### src/rtl/pifo_shift.sv
// Shift-register PIFO: entries kept sorted by priority (FIFO among ties), head always at slot 0.
// Latency: push/pop visible at head next cycle. Backpressure: ready low when full unless EVICT_ON_FULL.
module pifo_shift #(
    parameter int NUM_ELEMENTS  = 16,
    parameter int MAX_PRIORITY  = 256,
    parameter int DATA_WIDTH    = 8,
    parameter int EVICT_ON_FULL = 0,
    localparam int PRIO_WIDTH   = $clog2(MAX_PRIORITY),
    localparam int CNT_WIDTH    = $clog2(NUM_ELEMENTS + 1)
) (
    input  logic                  clk,
    input  logic                  reset,
    input  logic                  i__data_in_valid,
    input  logic [PRIO_WIDTH-1:0] i__data_in_priority,
    input  logic [DATA_WIDTH-1:0] i__data_in,
    output logic                  o__data_in_ready,
    output logic                  o__data_in_ready__next,
    output logic                  o__data_out_valid,
    output logic [PRIO_WIDTH-1:0] o__data_out_priority,
    output logic [DATA_WIDTH-1:0] o__data_out,
    input  logic                  i__data_out_ready,
    input  logic                  i__clear_all,
    output logic [CNT_WIDTH-1:0]  o__occupancy,
    output logic                  o__drop_valid,
    output logic [PRIO_WIDTH-1:0] o__drop_priority,
    output logic [DATA_WIDTH-1:0] o__drop_data
);

    typedef logic [PRIO_WIDTH-1:0] prio_t;
    typedef logic [DATA_WIDTH-1:0] data_t;

    localparam logic [CNT_WIDTH-1:0] FULL_CNT = CNT_WIDTH'(NUM_ELEMENTS);
    localparam bit EVICT = (EVICT_ON_FULL != 0);

    prio_t                prio_q [NUM_ELEMENTS];
    data_t                data_q [NUM_ELEMENTS];
    logic [CNT_WIDTH-1:0] cnt_q;
    logic                 drop_vld_q;
    prio_t                drop_prio_q;
    data_t                drop_dat_q;

    prio_t                post_prio [NUM_ELEMENTS];
    data_t                post_dat  [NUM_ELEMENTS];
    prio_t                nxt_prio  [NUM_ELEMENTS];
    data_t                nxt_dat   [NUM_ELEMENTS];
    logic [CNT_WIDTH-1:0] post_cnt;
    logic [CNT_WIDTH-1:0] ins_idx;
    logic [CNT_WIDTH-1:0] nxt_cnt;
    logic                 full;
    logic                 push;
    logic                 pop;
    logic                 full_push;
    logic                 evict_tail;
    logic                 reject_in;
    logic                 ins_en;
    logic                 drop_nxt;
    prio_t                drop_prio_nxt;
    data_t                drop_dat_nxt;

    assign full                 = (cnt_q == FULL_CNT);
    assign o__data_in_ready     = EVICT ? ~reset : (~full & ~reset);
    assign o__data_out_valid    = (cnt_q != '0);
    assign o__data_out_priority = prio_q[0];
    assign o__data_out          = data_q[0];
    assign o__occupancy         = cnt_q;
    assign o__drop_valid        = drop_vld_q;
    assign o__drop_priority     = drop_prio_q;
    assign o__drop_data         = drop_dat_q;

    assign push = i__data_in_valid & o__data_in_ready;
    assign pop  = i__data_out_ready & o__data_out_valid;

    always_comb begin
        // The pop is applied first; insertion works on the post-pop view.
        post_cnt = cnt_q - CNT_WIDTH'(pop);
        for (int i = 0; i < NUM_ELEMENTS; i++) begin
            post_prio[i] = prio_q[i];
            post_dat[i]  = data_q[i];
        end
        if (pop) begin
            for (int i = 0; i < NUM_ELEMENTS - 1; i++) begin
                post_prio[i] = prio_q[i + 1];
                post_dat[i]  = data_q[i + 1];
            end
            post_prio[NUM_ELEMENTS - 1] = '0;
            post_dat[NUM_ELEMENTS - 1]  = '0;
        end

        ins_idx = '0;
        for (int i = 0; i < NUM_ELEMENTS; i++) begin
            if ((CNT_WIDTH'(i) < post_cnt) && (post_prio[i] <= i__data_in_priority))
                ins_idx = ins_idx + CNT_WIDTH'(1);
        end

        full_push  = push & ~pop & full;
        evict_tail = full_push & (i__data_in_priority < prio_q[NUM_ELEMENTS - 1]);
        reject_in  = full_push & ~evict_tail;
        ins_en     = push & ~reject_in & ~i__clear_all;

        // When the tail is evicted the shift simply pushes it off the top slot.
        nxt_prio[0] = (ins_en && ins_idx == '0) ? i__data_in_priority : post_prio[0];
        nxt_dat[0]  = (ins_en && ins_idx == '0) ? i__data_in : post_dat[0];
        for (int i = 1; i < NUM_ELEMENTS; i++) begin
            if (ins_en && CNT_WIDTH'(i) == ins_idx) begin
                nxt_prio[i] = i__data_in_priority;
                nxt_dat[i]  = i__data_in;
            end else if (ins_en && CNT_WIDTH'(i) > ins_idx) begin
                nxt_prio[i] = post_prio[i - 1];
                nxt_dat[i]  = post_dat[i - 1];
            end else begin
                nxt_prio[i] = post_prio[i];
                nxt_dat[i]  = post_dat[i];
            end
        end

        if (i__clear_all)
            nxt_cnt = '0;
        else if (full_push)
            nxt_cnt = cnt_q;
        else
            nxt_cnt = post_cnt + CNT_WIDTH'(push);

        drop_nxt      = (evict_tail | reject_in) & ~i__clear_all;
        drop_prio_nxt = evict_tail ? prio_q[NUM_ELEMENTS - 1] : i__data_in_priority;
        drop_dat_nxt  = evict_tail ? data_q[NUM_ELEMENTS - 1] : i__data_in;

        if (reset)
            o__data_in_ready__next = 1'b0;
        else if (EVICT)
            o__data_in_ready__next = 1'b1;
        else
            o__data_in_ready__next = (nxt_cnt != FULL_CNT);
    end

    always_ff @(posedge clk) begin
        if (reset) begin
            cnt_q       <= '0;
            drop_vld_q  <= 1'b0;
            drop_prio_q <= '0;
            drop_dat_q  <= '0;
            for (int i = 0; i < NUM_ELEMENTS; i++) begin
                prio_q[i] <= '0;
                data_q[i] <= '0;
            end
        end else begin
            cnt_q      <= nxt_cnt;
            drop_vld_q <= drop_nxt;
            if (drop_nxt) begin
                drop_prio_q <= drop_prio_nxt;
                drop_dat_q  <= drop_dat_nxt;
            end
            for (int i = 0; i < NUM_ELEMENTS; i++) begin
                prio_q[i] <= nxt_prio[i];
                data_q[i] <= nxt_dat[i];
            end
        end
    end

endmodule

### config.mk
export PLATFORM = sky130hd
export DESIGN_NAME = pifo_shift
export DESIGN_NICKNAME = d
export VERILOG_FILES = /design/src/rtl/pifo_shift.sv
export SDC_FILE = /design/constraint.sdc
export NUM_CORES = 1
export LEC_CHECK = 0
export ABC_AREA = 1
export BUFFER_PORTS_ARGS = -buffer_cell sky130_fd_sc_hd__buf_4
export CORE_MARGIN = 3
export CORE_UTILIZATION = 30
export DETAILED_ROUTE_END_ITERATION = 7
export GPL_TIMING_DRIVEN = 0
export PLACE_DENSITY_LB_ADDON = 0.1
export SETUP_SLACK_MARGIN = 0.4
export SYNTH_ARGS = -nofsm -noshare
export SYNTH_HDL_FRONTEND = slang
export SYNTH_SLANG_ARGS = --single-unit
### constraint.sdc
create_clock -name clk -period 19.6 [get_ports clk]
set_input_delay 4.9 -clock clk [delete_from_list [all_inputs] [get_ports clk]]
set_output_delay 4.9 -clock clk [all_outputs]
set_load 0.02 [all_outputs]
; ---- Word level (Yosys, flattened, before mapping)
; Memory sizes are Yosys's and may differ from the RTL's.
; Index checks and enable logic that the tools add are counted.
[op_classes]
addsub = 17
order_cmp = 48
n_eq_ne = 17
mux = 120
n_bitwise = 49
reduce_logical = 49
[op_table]
columns = op, n
row1 = 2-to-1 mux 8 bit, 96
row2 = 2-to-1 mux 128 bit, 2
row3 = <= comparator 8 bit, 16
row4 = 2-to-1 mux 5 bit, 17
row5 = "adder 5 x 1 -> 5 bit, second input constant", 15
row6 = logical AND 1 bit, 47
row7 = "equality test 4 x 5 -> 1 bit, first input constant", 8
row8 = "> comparator 4 x 5 -> 1 bit, first input constant", 8
row9 = "less-than comparator 4 x 5 -> 1 bit, first input constant", 8
row10 = OR 1 bit, 33
row11 = "equality test 3 x 5 -> 1 bit, first input constant", 4
row12 = "> comparator 3 x 5 -> 1 bit, first input constant", 4
row13 = "less-than comparator 3 x 5 -> 1 bit, first input constant", 4
row14 = AND 1 bit, 10
row15 = "equality test 2 x 5 -> 1 bit, first input constant", 2
row16 = "> comparator 2 x 5 -> 1 bit, first input constant", 2
row17 = "less-than comparator 1 x 5 -> 1 bit, first input constant", 2
row18 = "less-than comparator 2 x 5 -> 1 bit, first input constant", 2
row19 = less-than comparator 8 bit, 1
row20 = NOT 1 bit, 6
row21 = adder 5 x 1 -> 5 bit, 1
row22 = "equality test 1 x 5 -> 1 bit, first input constant", 1
row23 = "equality test 5 bit, second input constant", 1
row24 = "> comparator 1 x 5 -> 1 bit, first input constant", 1
row25 = 5 further kinds, 9
[totals]
ff_bits = 22
mem_bits_rw = 256
out_inout_bits = 41
word_cells = 306
memories = 2
[mem_list]
columns = memory, depth, width, rd, rd_clocked_by_memory_dff, write_ports, line
row1 = data_q, 16, 8, 16, 0, 16, 36  ; data_t data_q [NUM_ELEMENTS];
row2 = prio_q, 16, 8, 16, 0, 16, 35  ; prio_t prio_q [NUM_ELEMENTS];

; ---- Longest topological paths before layout
[depth]
word_depth = 41
ltp_mapped = 79

; ---- Worst setup path after synthesis
; No wires, ideal clock.
[synth_timing]
path_kind = input to register
startpoint = input i__data_out_ready
endpoint = memory data_q[1][11] in the netlist's numbering
arrival_time_ns = 16.679
t_required_ns = 19.477
setup_slack_ns = 2.797
cell_stages = 72
cell_sequence = nand2_1 > inv_1 > clkbuf_1 > clkbuf_1 > clkbuf_1 > ha_1 > ha_1 > xor2_2 > nor2_2 > nand2_2 > nor2_1 > inv_1 > o21ai_0 > inv_1 > ha_1 > inv_1 > nand2_2 > nand2_2 > (+36 left out) > or2_2 > nand2_1 > inv_1 > ha_1 > nand2_1 > o21ai_0 > ha_1 > nand2_1 > o21ai_0 > inv_2 > nand2_1 > nor2_2 > nand4_2 > nand2_1 > buf_4 > nand2_1 > o21ai_1 > a21oi_1
[synth_rtl]
columns = item, line
row1 = "start, declared", 21  ; input logic i__data_out_ready,
row2 = "end, declared", 36

==> results.rst <==
.. list-table::
   :header-rows: 1

   * - Metric
     - Value
   * - Arr. time, crit path
     - 18.87 ns
   * - Post-detailed-route DRC marker count
     - 0
   * - Worst-skew pair later-pin latency
     - 0.58 ns
   * - Worst Min Path Start
     - o__drop_priority[3]$_SDFFE_PP0P_
   * - Combinational family with the most area after synthesis
     - simple AND/OR/NAND/NOR gates
   * - CTS root buf
     - sky130_fd_sc_hd__clkbuf_16
   * - Vias in the first global route
     - 21230
   * - Xor-xnor portion of the synthesized cell area
     - 0.1967%
   * - Unique masters post-synth
     - 53
   * - Maxcap violations
     - 0
   * - Crit end category
     - flop
   * - Count of nets after finishing
     - 3653
   * - Synthesized cell area
     - 20990 µm²
   * - Critical Path Source Type
     - primary input
   * - Adder and majority gate portion of the synthesized area
     - 8.763%
   * - Cell type contributing the most total cell area after synthesis
     - sky130_fd_sc_hd__dfxtp_1
   * - Die area
     - 73170 µm²
   * - Chip Width
     - 270.5 µm
   * - Worst R2R Path Depth
     - 75
   * - Vertical extent of the die
     - 270.5 µm
   * - Post-synth net total
     - 3560
   * - DRC violation total after the first TritonRoute iteration
     - 1922
   * - Time the final worst path needs with I/O delays and setup
     - 18.43 ns
   * - Vias per Instance
     - 5.036
   * - Post-layout total power
     - 3.839 mW
   * - Synth cell count leaders
     - sky130_fd_sc_hd__nand2_1 (968), sky130_fd_sc_hd__inv_1 (484), sky130_fd_sc_hd__o21ai_0 (301)
   * - Cell depth of the worst hold path
     - 2
   * - Flop2flop setup slack
     - 4.94 ns
   * - Fraction of layout instances using a drive strength above 1
     - 9.541%
   * - Antenna Violating Nets Remaining
     - 0
   * - Number of optimization iterations in the first detailed-route pass
     - 6
   * - Aggregate routed wire length
     - 96.41 mm
   * - Number of buffers inserted by hold repair at cts
     - 0
   * - Worst slew margin
     - 7.702%
   * - Fmax
     - 0.05427 GHz
   * - Average cell area after synthesis
     - 6.188 µm²
   * - Endpoint of the worst register-to-register path
     - prio_q[1][61]$_SDFF_PP0_
   * - Pins Over Slew Limit
     - 0
   * - Final setup TNS
     - 0 ns
   * - # fillers
     - 7896
   * - Grt total ovfl
     - 0
   * - Compound-gate portion of the synthesized area
     - 15.65%
   * - Largest stage delay on the critical path
     - 0.87 ns
   * - Period Utilization, post-route
     - 94.02%
   * - Number of enable flip-flop cells after synthesis
     - 0
   * - Register area share after synthesis
     - 26.52%
   * - Fraction of the mapped netlist area in simple logic gates
     - 33.95%
   * - Pin count of the biggest net entering global routing
     - 24
   * - Reported leakage power
     - 12.25 nW
   * - # port buffers
     - 53
   * - Area growth from synthesis to final layout
     - 13.37%
   * - Actual transition at the worst max-transition pin
     - 1.384 ns
   * - Highest-delay cell along the critical path
     - sky130_fd_sc_hd__clkinv_2
   * - Total power density per cell area
     - 161.3 nW/µm²
   * - CTS H-Tree Depth
     - 2
   * - Run status
     - finished clean
   * - Hold crit path type
     - flop to flop
   * - Cell repeated most along the worst path
     - sky130_fd_sc_hd__ha_1
   * - YS warnings
     - 0
   * - Req. time, crit path
     - 20.04 ns
   * - Reg-to-reg critical path startpoint
     - o__occupancy[4]$_SDFF_PP0_
   * - Clock transition at path regs
     - 0.06 ns
   * - Clock buffer count from CTS
     - 38
   * - Core utilization of the finished layout
     - 34.51%
   * - Ports
     - 62
   * - Crit Path Class
     - primary input to flop
   * - Max VDD drop
     - 0.1751 mV
   * - Post-synthesis instance total
     - 3392
   * - Final worst clock skew
     - 0.03900 ns
   * - Wire length of the first global-routing pass
     - 141.0 mm
   * - Commonest register cell after synthesis
     - sky130_fd_sc_hd__dfxtp_1
   * - Post-DP HPWL
     - 72.42 mm
   * - Leading cell types by total area after synthesis
     - sky130_fd_sc_hd__dfxtp_1 (27%), sky130_fd_sc_hd__nand2_1 (17%), sky130_fd_sc_hd__ha_1 (8.8%)
   * - Register bit count reported by yosys
     - 278
   * - Number of standard-cell rows in the floorplan
     - 96
   * - Routed wire per std cell
     - 21.69 µm
   * - Count of vias placed by the detailed router
     - 22380
   * - Setup repair after global routing missed its margin
     - false
   * - Portion of synthesized cell area occupied by the leading cell type
     - 26.52%
   * - Core area
     - 68950 µm²
   * - Setup violation total in the final timing report
     - 0
   * - Worst Hold Endpoint
     - o__drop_priority[3]$_SDFFE_PP0P_
   * - Initial antenna violation count
     - 1
   * - Bufs on Longest Clock Path
     - 3
   * - TritonCTS clock tree
     - built
   * - Fraction of synthesized area in multiplexers
     - 1.288%
   * - Setup slack after layout
     - 1.173 ns
   * - Worst Setup Slack post-DPL
     - -1.274 ns
   * - Largest driver fanout on the critical path
     - 23
   * - Worst setup startpoint
     - i__data_in_priority[1]
   * - Initial core utilization
     - 30.44%
   * - Cell with the most instances after synthesis
     - sky130_fd_sc_hd__nand2_1
   * - Gr usage total
     - 25.56%
   * - Number of sinks handled by clock tree synthesis
     - 278
   * - Hold WS
     - 0.4189 ns
   * - Share of flip-flops with an asynchronous set or reset after synthesis
     - 0%
   * - Number of endpoints with negative hold slack in the final report
     - 0
   * - Final weighted congestion in routability-driven placement
     - 0.9044
## stage by stage
step / area, µm² / instances
2_1_floorplan: 20990 / 3392
3_3_place_gp: 22550 / 4376
3_5_place_dp: 22550 / 4376
4_1_cts: 23770 / 4442
5_1_grt: 23790 / 4442
6_report: 23790 / 4444
## area by class of cell
cell class / count / area (µm²) / share of cell area (%)
tap: 931 / 1165 / 4.896
inverter: 507 / 1913 / 8.040
clock inverter: 11 / 101.3 / 0.4259
sequential: 278 / 5565 / 23.39
antenna: 2 / 5.005 / 0.02103
buffer: 191 / 969.7 / 4.075
clock buffer: 55 / 1106 / 4.648
timing repair buffer: 53 / 397.9 / 1.672
multi-input combinational: 2416 / 12570 / 52.83
## cell usage in the layout, fill, tap and decap left out, types with 4 or more instances in the layout
master | netlist | layout
sky130_fd_sc_hd__or2_2 | 30 | 30
sky130_fd_sc_hd__nor2_4 | 5 | 5
sky130_fd_sc_hd__a21boi_0 | 5 | 5
sky130_fd_sc_hd__nand2_4 | 7 | 7
sky130_fd_sc_hd__clkbuf_2 | 1 | 4
sky130_fd_sc_hd__nand3b_1 | 10 | 10
sky130_fd_sc_hd__o21bai_1 | 5 | 5
sky130_fd_sc_hd__or2_0 | 11 | 11
sky130_fd_sc_hd__dfxtp_1 | 278 | 278
sky130_fd_sc_hd__a21oi_1 | 178 | 178
sky130_fd_sc_hd__buf_1 | 8 | 8
sky130_fd_sc_hd__clkinv_2 | 0 | 8
sky130_fd_sc_hd__clkbuf_1 | 100 | 103
sky130_fd_sc_hd__nand4_1 | 26 | 26
sky130_fd_sc_hd__clkbuf_16 | 0 | 39
sky130_fd_sc_hd__inv_1 | 484 | 483
sky130_fd_sc_hd__buf_2 | 42 | 42
sky130_fd_sc_hd__nand2_2 | 34 | 35
sky130_fd_sc_hd__mux2i_1 | 27 | 27
sky130_fd_sc_hd__clkbuf_8 | 0 | 7
sky130_fd_sc_hd__nand2_1 | 968 | 967
sky130_fd_sc_hd__buf_4 | 32 | 85
sky130_fd_sc_hd__nand3_1 | 295 | 295
sky130_fd_sc_hd__o21ai_0 | 301 | 298
sky130_fd_sc_hd__nor3_1 | 11 | 11
sky130_fd_sc_hd__nor2_1 | 191 | 191
sky130_fd_sc_hd__nor2_2 | 11 | 11
sky130_fd_sc_hd__o21ai_1 | 43 | 45
sky130_fd_sc_hd__ha_1 | 147 | 147
sky130_fd_sc_hd__nand3_2 | 13 | 13
sky130_fd_sc_hd__buf_6 | 8 | 9
sky130_fd_sc_hd__o211ai_1 | 57 | 57
sky130_fd_sc_hd__inv_2 | 16 | 17
sky130_fd_sc_hd__or2_1 | 7 | 7
## layer usage
layer	vias up	wire length [µm]	share of wire (%)	GRT usage [%]
met5	-	0	0	0
li1	11080	-	-	-
met4	0	3260	3.4	9.086
met2	744	44850	47	43.32
met1	10390	42720	44	33.36
met3	171	5575	5.8	3.184
## cells by family (layout without fill, tap and decap cells)
logic type,Yosys count,after routing
DFF,278,278
muxes,27,27
buffers and inverters,698,817
other,1,3
xor gates and xnor gates,3,3
and+or+nand+nor,1628,1628
AOI/OAI and AO/OA,610,610
adders and majority gates,147,147
## state kept, by name, indices dropped and copies added (netlist names)
name	flops
o__occupancy	5
o__drop_priority	8
o__drop_data	8
data_q	128
prio_q	128
o__drop_valid	1
## power by group
group          internal [mW]  switching (mW)
combinational          0.681            1.69
clock                  0.406           0.301
sequential             0.695          0.0635
total                   1.78            2.06
## worst max-delay path, delay by kind of cell
family	cells	cell delay, ns
AO/OA/AOI/OAI	12	1.98
AND/OR/NAND/NOR	26	4.62
buffers and inverters	14	2.67
adder cells (fa/ha/maj)	15	4.68
## repair_timing
| item | in CTS | in global routing |
|---|---|---|
| gates resized for setup | 6 | 19 |
| hold endpoints to repair | 0 | 0 |
| endpoints found under the setup margin | 256 | 251 |
| setup buffers | 0 | 0 |
## worst max-delay path by stage
stage                          endpoint  slack [ns]  cells past startpoint
2_1_floorplan  data_q[1][11]$_SDFF_PP0_        2.80                     72
3_3_place_gp   prio_q[1][58]$_SDFF_PP0_       -1.31                     71
3_5_place_dp   prio_q[1][57]$_SDFF_PP0_       -1.27                     71
4_1_cts        prio_q[1][57]$_SDFF_PP0_        0.54                     74
5_1_grt        prio_q[1][61]$_SDFF_PP0_        0.47                     68
6_report       prio_q[1][61]$_SDFF_PP0_        1.17                     67
Power figures use the tool's default switching activity.
